<file path="config.mk">
export PLATFORM = sky130hd
export DESIGN_NAME = mem_stage_lsu
export DESIGN_NICKNAME = d
export VERILOG_FILES = /design/src/rtl/mem_stage_lsu.sv
export SDC_FILE = /design/constraint.sdc
export NUM_CORES = 1
export LEC_CHECK = 0
export CAP_MARGIN = 20
export CORE_UTILIZATION = 39
export DETAILED_ROUTE_END_ITERATION = 8
export MAX_ROUTING_LAYER = met4
export PLACE_DENSITY_LB_ADDON = 0.15
export SYNTH_ARGS = -nofsm -noshare
export SYNTH_HDL_FRONTEND = slang
export SYNTH_SLANG_ARGS = --single-unit
</file>
<file path="constraint.sdc">
create_clock -name clk -period 2.7 [get_ports clk]
set_input_delay 0.81 -clock clk [delete_from_list [all_inputs] [get_ports clk]]
set_output_delay 0.81 -clock clk [all_outputs]
set_load 0.01 [all_outputs]
</file>
<file path="src/rtl/mem_stage_lsu.sv">
// rtl/mem_stage_lsu.sv - MEM pipeline stage: stage register, load-data wait FSM, sub-word extract, WB/forwarding.
// Optional misaligned-load exception enabled by defining MEM_ALIGN_CHECK_EN.
module mem_stage_lsu #(
  parameter int DATA_W = 32,
  parameter int RF_AW  = 5,
  parameter int PC_W   = 32
) (
  input  logic              clk,
  input  logic              rst,
  input  logic              stall_hold,
  input  logic              stall_bubble,
  input  logic              ex_valid,
  input  logic [PC_W-1:0]   ex_pc,
  input  logic              ex_ld,
  input  logic [2:0]        ex_ld_op,
  input  logic              ex_rf_we,
  input  logic [RF_AW-1:0]  ex_rf_waddr,
  input  logic [DATA_W-1:0] ex_result,
  input  logic              dmem_rvalid,
  input  logic [DATA_W-1:0] dmem_rdata,
  output logic              mem_stall_req,
  output logic              wb_valid,
  output logic [PC_W-1:0]   wb_pc,
  output logic              wb_rf_we,
  output logic [RF_AW-1:0]  wb_rf_waddr,
  output logic [DATA_W-1:0] wb_rf_wdata,
  output logic              fwd_we,
  output logic [RF_AW-1:0]  fwd_waddr,
  output logic [DATA_W-1:0] fwd_wdata,
  output logic              fwd_pending,
  output logic              adel
);

  localparam int LSB = $clog2(DATA_W / 8);

  typedef enum logic [1:0] {S_RUN, S_WAIT, S_HELD} state_e;

  state_e              state_q, state_d;
  logic [DATA_W-1:0]   buf_q, buf_d;
  logic                valid_q, ld_q, rf_we_q;
  logic [PC_W-1:0]     pc_q;
  logic [2:0]          ld_op_q;
  logic [RF_AW-1:0]    waddr_q;
  logic [DATA_W-1:0]   result_q;

  logic                mis;
  logic                ld_act;
  logic                data_ready;
  logic                use_buf;
  logic [LSB-1:0]      lane;
  logic [DATA_W-1:0]   rdata_src;
  logic [7:0]          b_sel;
  logic [15:0]         h_sel;
  logic [31:0]         w_sel;
  logic [DATA_W-1:0]   ld_data;

  always_ff @(posedge clk) begin
    if (rst) begin
      valid_q  <= 1'b0;
      pc_q     <= '0;
      ld_q     <= 1'b0;
      ld_op_q  <= '0;
      rf_we_q  <= 1'b0;
      waddr_q  <= '0;
      result_q <= '0;
    end else if (stall_bubble) begin
      valid_q  <= 1'b0;
    end else if (!stall_hold) begin
      valid_q  <= ex_valid;
      pc_q     <= ex_pc;
      ld_q     <= ex_ld;
      ld_op_q  <= ex_ld_op;
      rf_we_q  <= ex_rf_we;
      waddr_q  <= ex_rf_waddr;
      result_q <= ex_result;
    end
  end

  always_ff @(posedge clk) begin
    if (rst) begin
      state_q <= S_RUN;
      buf_q   <= '0;
    end else begin
      state_q <= state_d;
      buf_q   <= buf_d;
    end
  end

  assign lane = result_q[LSB-1:0];

`ifdef MEM_ALIGN_CHECK_EN
  always_comb begin
    mis = 1'b0;
    case (ld_op_q)
      3'b010, 3'b011: mis = lane[0];
      3'b100, 3'b101: mis = |lane[1:0];
      3'b110, 3'b111: mis = |lane;
      default:        mis = 1'b0;
    endcase
  end
`else
  assign mis = 1'b0;
`endif

  assign adel   = valid_q & ld_q & mis;
  assign ld_act = valid_q & ld_q & ~mis;

  always_comb begin
    state_d    = state_q;
    buf_d      = buf_q;
    data_ready = 1'b1;
    use_buf    = 1'b0;
    case (state_q)
      S_RUN: begin
        if (ld_act) begin
          if (dmem_rvalid) begin
            if (stall_hold) begin
              buf_d   = dmem_rdata;
              state_d = S_HELD;
            end
          end else begin
            data_ready = 1'b0;
            state_d    = S_WAIT;
          end
        end
      end
      S_WAIT: begin
        if (dmem_rvalid) begin
          buf_d   = dmem_rdata;
          state_d = stall_hold ? S_HELD : S_RUN;
        end else begin
          data_ready = 1'b0;
        end
      end
      S_HELD: begin
        // Data already captured; the memory bus may move on underneath us.
        use_buf = 1'b1;
        if (!stall_hold) state_d = S_RUN;
      end
      default: state_d = S_RUN;
    endcase
  end

  assign rdata_src = use_buf ? buf_q : dmem_rdata;
  assign b_sel     = rdata_src[8*lane +: 8];
  assign h_sel     = rdata_src[16*lane[LSB-1:1] +: 16];

  generate
    if (DATA_W == 64) begin : g_w64
      assign w_sel = rdata_src[32*lane[LSB-1] +: 32];
    end else begin : g_w32
      assign w_sel = rdata_src[31:0];
    end
  endgenerate

  // On a 32-bit datapath LWU/LD collapse to LW, which is the full word either way.
  always_comb begin
    ld_data = rdata_src;
    case (ld_op_q)
      3'b000:  ld_data = DATA_W'($signed(b_sel));
      3'b001:  ld_data = DATA_W'(b_sel);
      3'b010:  ld_data = DATA_W'($signed(h_sel));
      3'b011:  ld_data = DATA_W'(h_sel);
      3'b100:  ld_data = DATA_W'($signed(w_sel));
      3'b101:  ld_data = DATA_W'(w_sel);
      default: ld_data = rdata_src;
    endcase
  end

  assign mem_stall_req = ~data_ready;
  assign fwd_pending   = ~data_ready;
  assign wb_valid      = valid_q & data_ready;
  assign wb_pc         = pc_q;
  assign wb_rf_we      = rf_we_q & ~adel;
  assign wb_rf_waddr   = waddr_q;
  assign wb_rf_wdata   = ld_q ? ld_data : result_q;
  assign fwd_we        = wb_valid & wb_rf_we;
  assign fwd_waddr     = waddr_q;
  assign fwd_wdata     = wb_rf_wdata;

endmodule
</file>
## Yosys cells after proc, flatten, opt, wreduce, memory -nomap -nowiden

Index checks and enable logic that the tools add are counted.

| storage, ports and cells | value |
|---|---|
| flip-flop bits (word level) | 109 |
| output and inout port bits | 112 |
| word-level logic and storage cells | 54 |

| operators by class | value |
|---|---|
| eq/ne operators | 11 |
| shifts and indexed selects | 2 |
| muxes and demuxes | 19 |
| bitwise operators | 6 |
| reduce and logical (&&, ||, !) cells | 7 |

Operators with widths:

| operator | count |
|---|---|
| 32-bit two-way mux | 6 |
| 32-bit one-hot mux with 4 select lines | 1 |
| 32-bit one-hot mux with 2 select lines | 1 |
| 32-bit by 6-bit indexed part select with 16-bit output | 1 |
| 32-bit by 6-bit indexed part select with 8-bit output | 1 |
| 2-bit two-way mux | 6 |
| 2-bit != test (second input constant) | 5 |
| 3-bit by 2-bit == test with 1-bit output (second input constant) | 2 |
| 2-bit one-hot mux with 3 select lines | 1 |
| 5-bit AND reduction | 1 |
| 4-bit AND reduction | 1 |
| 1-bit AND | 3 |
| 3-bit by 1-bit == test with 1-bit output (second input constant) | 1 |
| 3-bit zero test | 1 |
| 1-bit two-way mux | 3 |
| 3-bit != test (second input constant) | 1 |
| 1-bit inverter | 3 |
| 2-bit by 1-bit == test with 1-bit output (second input constant) | 1 |
| 2-bit == test (second input constant) | 1 |
| 2-bit zero test | 1 |
| 1-bit one-hot mux with 2 select lines | 1 |
| 2-bit AND reduction | 1 |
| 2-bit nonzero test | 1 |
| 2-bit OR reduction | 1 |

## Longest topological paths before layout

| depth | value |
|---|---|
| depth in word-level cells | 6 |
| gate-level depth with buffers | 9 |

## Least setup slack after synthesis

No wires, ideal clock.

| path | value |
|---|---|
| path type | input-to-output |
| start point | input port dmem_rdata[31] |
| end point | output port wb_rf_wdata[10] |
| arrival time | 2.062 ns |
| path slack | -0.172 ns |
| stages | 6 |
| buffers on the path | 1 |
| cell sequence | mux2_2 -> mux2i_4 -> nor4_4 -> nor4_4 -> a221oi_1 -> buf_4 |

| between the ends | value |
|---|---|
| word-level cells in the longest chain between the ends | 4 |

RTL lines:

| element | RTL line | RTL |
|---|---|---|
| start, declared | 20 | `input logic [DATA_W-1:0] dmem_rdata,` |
| 32-bit two-way mux | 144 | `assign rdata_src = use_buf ? buf_q : dmem_rdata;` |
| 32-bit by 6-bit indexed part select with 8-bit output | 145 | `assign b_sel = rdata_src[8*lane +: 8];` |
| 32-bit one-hot mux with 4 select lines | 159 | `case (ld_op_q)` |
| 32-bit two-way mux | 176 | `assign wb_rf_wdata = ld_q ? ld_data : result_q;` |
| end, declared | 26 | `output logic [DATA_W-1:0] wb_rf_wdata,` |

Every way passes these cells.

## Worst setup path in the final report

| path | value |
|---|---|
| start point | input port dmem_rdata[15] |
| end point | output port fwd_wdata[7] |

| between the ends | value |
|---|---|
| word-level cells in the longest chain between the ends | 4 |

RTL lines:

| element | RTL line | RTL |
|---|---|---|
| 32-bit two-way mux | 144 |  |
| 32-bit by 6-bit indexed part select with 8-bit output | 145 |  |
| 32-bit one-hot mux with 4 select lines | 159 |  |
| 32-bit two-way mux | 176 |  |
| end, declared | 29 | `output logic [DATA_W-1:0] fwd_wdata,` |

Every way passes these cells.

==> metrics.yaml <==
worst_hold_path:
  timing.hold.worst.class: "reg -> reg"
  timing.hold.worst_endpoint: "result_q[17]$_SDFFE_PP0P_"
  worstHoldStart: "result_q[17]$_SDFFE_PP0P_"
  hold-path-cell-count: 2
floorplanning:
  core_um2: 13300
  die_w_um: 119
  floorplan.rows: 42
  ioPinCount: 224
  die_y_um: 119
  die_ar_um2: 14200
  start_util: 0.402
outcome:
  outcome: "finished, violations left"
  violations: "negative setup slack"
timing:
  setup_viol_count_final: 64
  report.final.hold_viol_count: 0
  fin_tns_setup_ns: -16.67
  worst_clock_skew_ns: 0.00500
  max_slew_margin: 0.534
  tightestPinTransition_ns: 0.698
  grt_setup_unrepaired: "yes"
  timing.fmax_mhz: 323
  post_route_minimum_period_ns: 3.09
  layout_worst_path_cycle_share: 1.15
  timing_max_transition_violations_final: 0
  finalWorstSetupSlack_ns: -0.394
drt:
  drtAntennaViolNets: 0
  detail_route.iter0.violations: 484
  route.detailed.vias_per_inst: 5.20
  vias: 5929
  number_of_design_rule_violations_left_after_detail_routing: 0
  detail_route.wirelength_mm: 19.3
  drt_pre_antenna_iters: 5
  avgRoutedWirePerCell_um: 16.9
logic_synthesis:
  post_synth_edffs: 0
  post_synth_xor_area_fraction: 0
  ys.warnings.count: 0
  postSynthNetCount: 837
  complex_gate_fraction_of_the_synthesized_area: 0.176
  postSynthCellCount: 725
  synthesis.area_um2: 5350
  synth_area_leader_cell: "dfxtp_1"
  synth_top_family_by_area: "simple AND/OR/NAND/NOR gates"
  synth_top_flop_cell: "dfxtp_1"
  synth_area_per_cell_um2: 7.37
  yosys.area_share.adder: 0
  async_flop_share: 0
  netlist_top_cells_count: "nand2_1, a21oi_1, dfxtp_1"
  netlist-cell-type-count: 40
  main_area_contributors_after_synthesis: "dfxtp_1, nand2_1, a21oi_1"
  yosysTopAreaCellShare: 0.408
  ys_seq_area_frac: 0.408
  synth.mux.area_fraction: 0.0698
  simple_logic_cell_fraction_of_the_synthesized_area: 0.240
  most_frequent_cell_after_synthesis: "nand2_1"
  yosys_register_bits: 109
run:
  cap_violations: 0
cts:
  h-tree-depth: 3
  clk_root_buffer_cell: "clkbuf_16"
  cts_tree: "yes"
  worst_skew_pair.late_latency_ns: 0.36
  clk_pin_slew_worst_paths_ns: 0.07
  cts_num_sinks: 109
  cts_buffer_depth: 2
  cts_buffers: 9
  ctsHoldBuffers: 0
power_and_ir_drop:
  power_leakage_nw: 3.44
  cellPowerDensity_nw_per_um2: 450
  worst_ir_drop_vdd_uv: 487
worst_setup_path:
  critPathKind: "in -> out"
  timing.critical_path.to_type: "primary output"
  critPathMaxFanout: 2
  critical_path.top_delay_family: "multiplexers"
  cp-startpoint: "dmem_rdata[15]"
  required_ns: 1.89
  worst_case_register_to_register_setup_slack_ns: 0.68
  critical_path_buf_inv_count: 3
  worst_r2r_path_depth: 6
  critical_path.startpoint_type: "primary input"
  critical_path.cell_chain: "buf_6 -> mux2_4 -> mux4_2 -> o211ai_1 -> buf_4 -> o21ai_4 -> buf_2"
  critical-path-max-stage-delay_ns: 0.48
  critical_path.slowest_cell: "mux4_2"
  crit-reg2reg-launch: "ld_q$_SDFFE_PP0P_"
  cp_data_arrival_time_ns: 2.28
  rr_endpoint: "buf_q[3]$_SDFFE_PP0P_"
global_route:
  busiest_layer: "met2"
  grt_use_met3: 0.0632
  global_route_wire_length_before_repair_mm: 29.4
  globalRouteMet1Util: 0.324
  grt_max_degree: 61
  first_global_vias: 5818
  antenna_found_initial: 0
  grt_use_total: 0.274
  globalRouteOverflowTotal: 0
  grtUsageMet2: 0.438
cells_and_area:
  drive_gt1_frac: 0.267
  fillCellCount: 1110
  post_route_insts_no_fill: 1140
  fin_nets: 1070
  area.growth.synth_to_final_pct: 61.7
placed_design:
  final_wtd_congestion: 0.979
  dpl.cell_count: 1085
  detailed_place_hpwl_mm: 13.1
  port-buffer-count: 222
==> cells by family (layout without fill, tap and decap cells) <==
kind of cell,Yosys count,in the layout
DFF,109,109
buffers and inverters,98,336
other,1,2
AOI/OAI and AO/OA,170,170
muxes,33,33
and+or+nand+nor,314,314
==> cells in the final DEF, fill, tap and decap left out, types with 3 or more instances in the layout <==
master           count
buf_12               7
dlygate4sd2_1       18
nand2_4              6
nand2_1            253
nand2_2              8
mux2i_2              7
a21oi_1            115
clkdlybuf4s50_1    133
dfxtp_1            105
mux2i_4             14
buf_6               20
clkbuf_16           10
inv_1                4
nand4_1              7
nor2_1              20
o21ai_0             16
o21ai_1              3
buf_2               58
buf_4               73
dfxtp_2              4
mux2i_1              7
a221oi_4             6
a31oi_4              5
o22a_1              10
a21oi_2              3
==> flip-flops by register name, indices dropped and copies added, names as in the netlist <==
signal	count
ld_op_q	3
fwd_waddr	5
state_q	2
wb_pc	32
buf_q	32
valid_q	1
result_q	32
ld_q	1
wb_rf_we	1
==> where the power goes <==
part	switching (mW)	internal (mW)
combinational	0.439	0.468
sequential	0.0323	1.66
clock	0.650	0.641
total	1.12	2.77
==> worst max-delay path by stage <==
| stage | cells after the start | to | slack [ns] |
|---|---|---|---|
| 3_3_place_gp | 7 | fwd_wdata[7] | -1.07 |
| 4_1_cts | 7 | fwd_wdata[7] | -0.39 |
| 5_1_grt | 9 | wb_rf_wdata[8] | -0.47 |
| 2_1_floorplan | 6 | wb_rf_wdata[10] | -0.15 |
| 6_report | 7 | fwd_wdata[7] | -0.39 |
| 3_5_place_dp | 7 | fwd_wdata[13] | -1.12 |
==> worst register-to-register path, cell delays in order, from the launching register on <==
cell and delay (ns):
dfxtp_2 0.39, buf_4 0.36, a31oi_1 0.20, or3b_2 0.48
buf_4 0.26, nand2_1 0.12, a21oi_1 0.08
==> stage by stage <==
| stage | hold slack (ns) | power, mW | worst slack [ns] | utilization | area [um^2] |
|---|---|---|---|---|---|
| final | 0.454 | 3.89 | -0.394 | 0.650 | 8640 |
| after global routing | 0.473 | 4.04 | -0.466 | 0.650 | 8640 |
| after CTS | 0.457 | 3.86 | -0.386 | 0.631 | 8400 |
| after detailed placement | 0.447 | 2.55 | -1.12 | 0.583 | 7750 |
| after global placement | 0.441 | 2.54 | -1.07 | 0.583 | 7750 |
| after floorplan | 0.433 | 2.10 | -0.147 | - | 5350 |
==> layout make-up <==
cell class                      count  area, um^2  area share
Multi-Input combinational cell    518        3130       0.362
Timing Repair Buffer              316        2800       0.324
Sequential cell                   109        2190       0.253
Clock buffer                        9         225      0.0261
Tap cell                          176         220      0.0255
Clock inverter                      7        60.1     0.00695
Inverter                            4        15.0     0.00174
Antenna cell                        1        2.50    0.000290
==> layer usage <==
layer  part of all wire  up-vias
li1                   -     2832
met2               0.49      289
met5                  0        -
met3              0.074       55
met4              0.039        0
met1               0.40     2753
==> repair_timing <==
action | 4_1_cts | 5_1_grt
buffers inserted | 27 | 11
gates cloned | 2 | 1
resized for setup | 394 | 27
hold endpoints to repair | 0 | 0
setup endpoints to repair | 68 | 66
pin swaps | 37 | 15
Note: power is estimated with default switching activity, not from simulation.
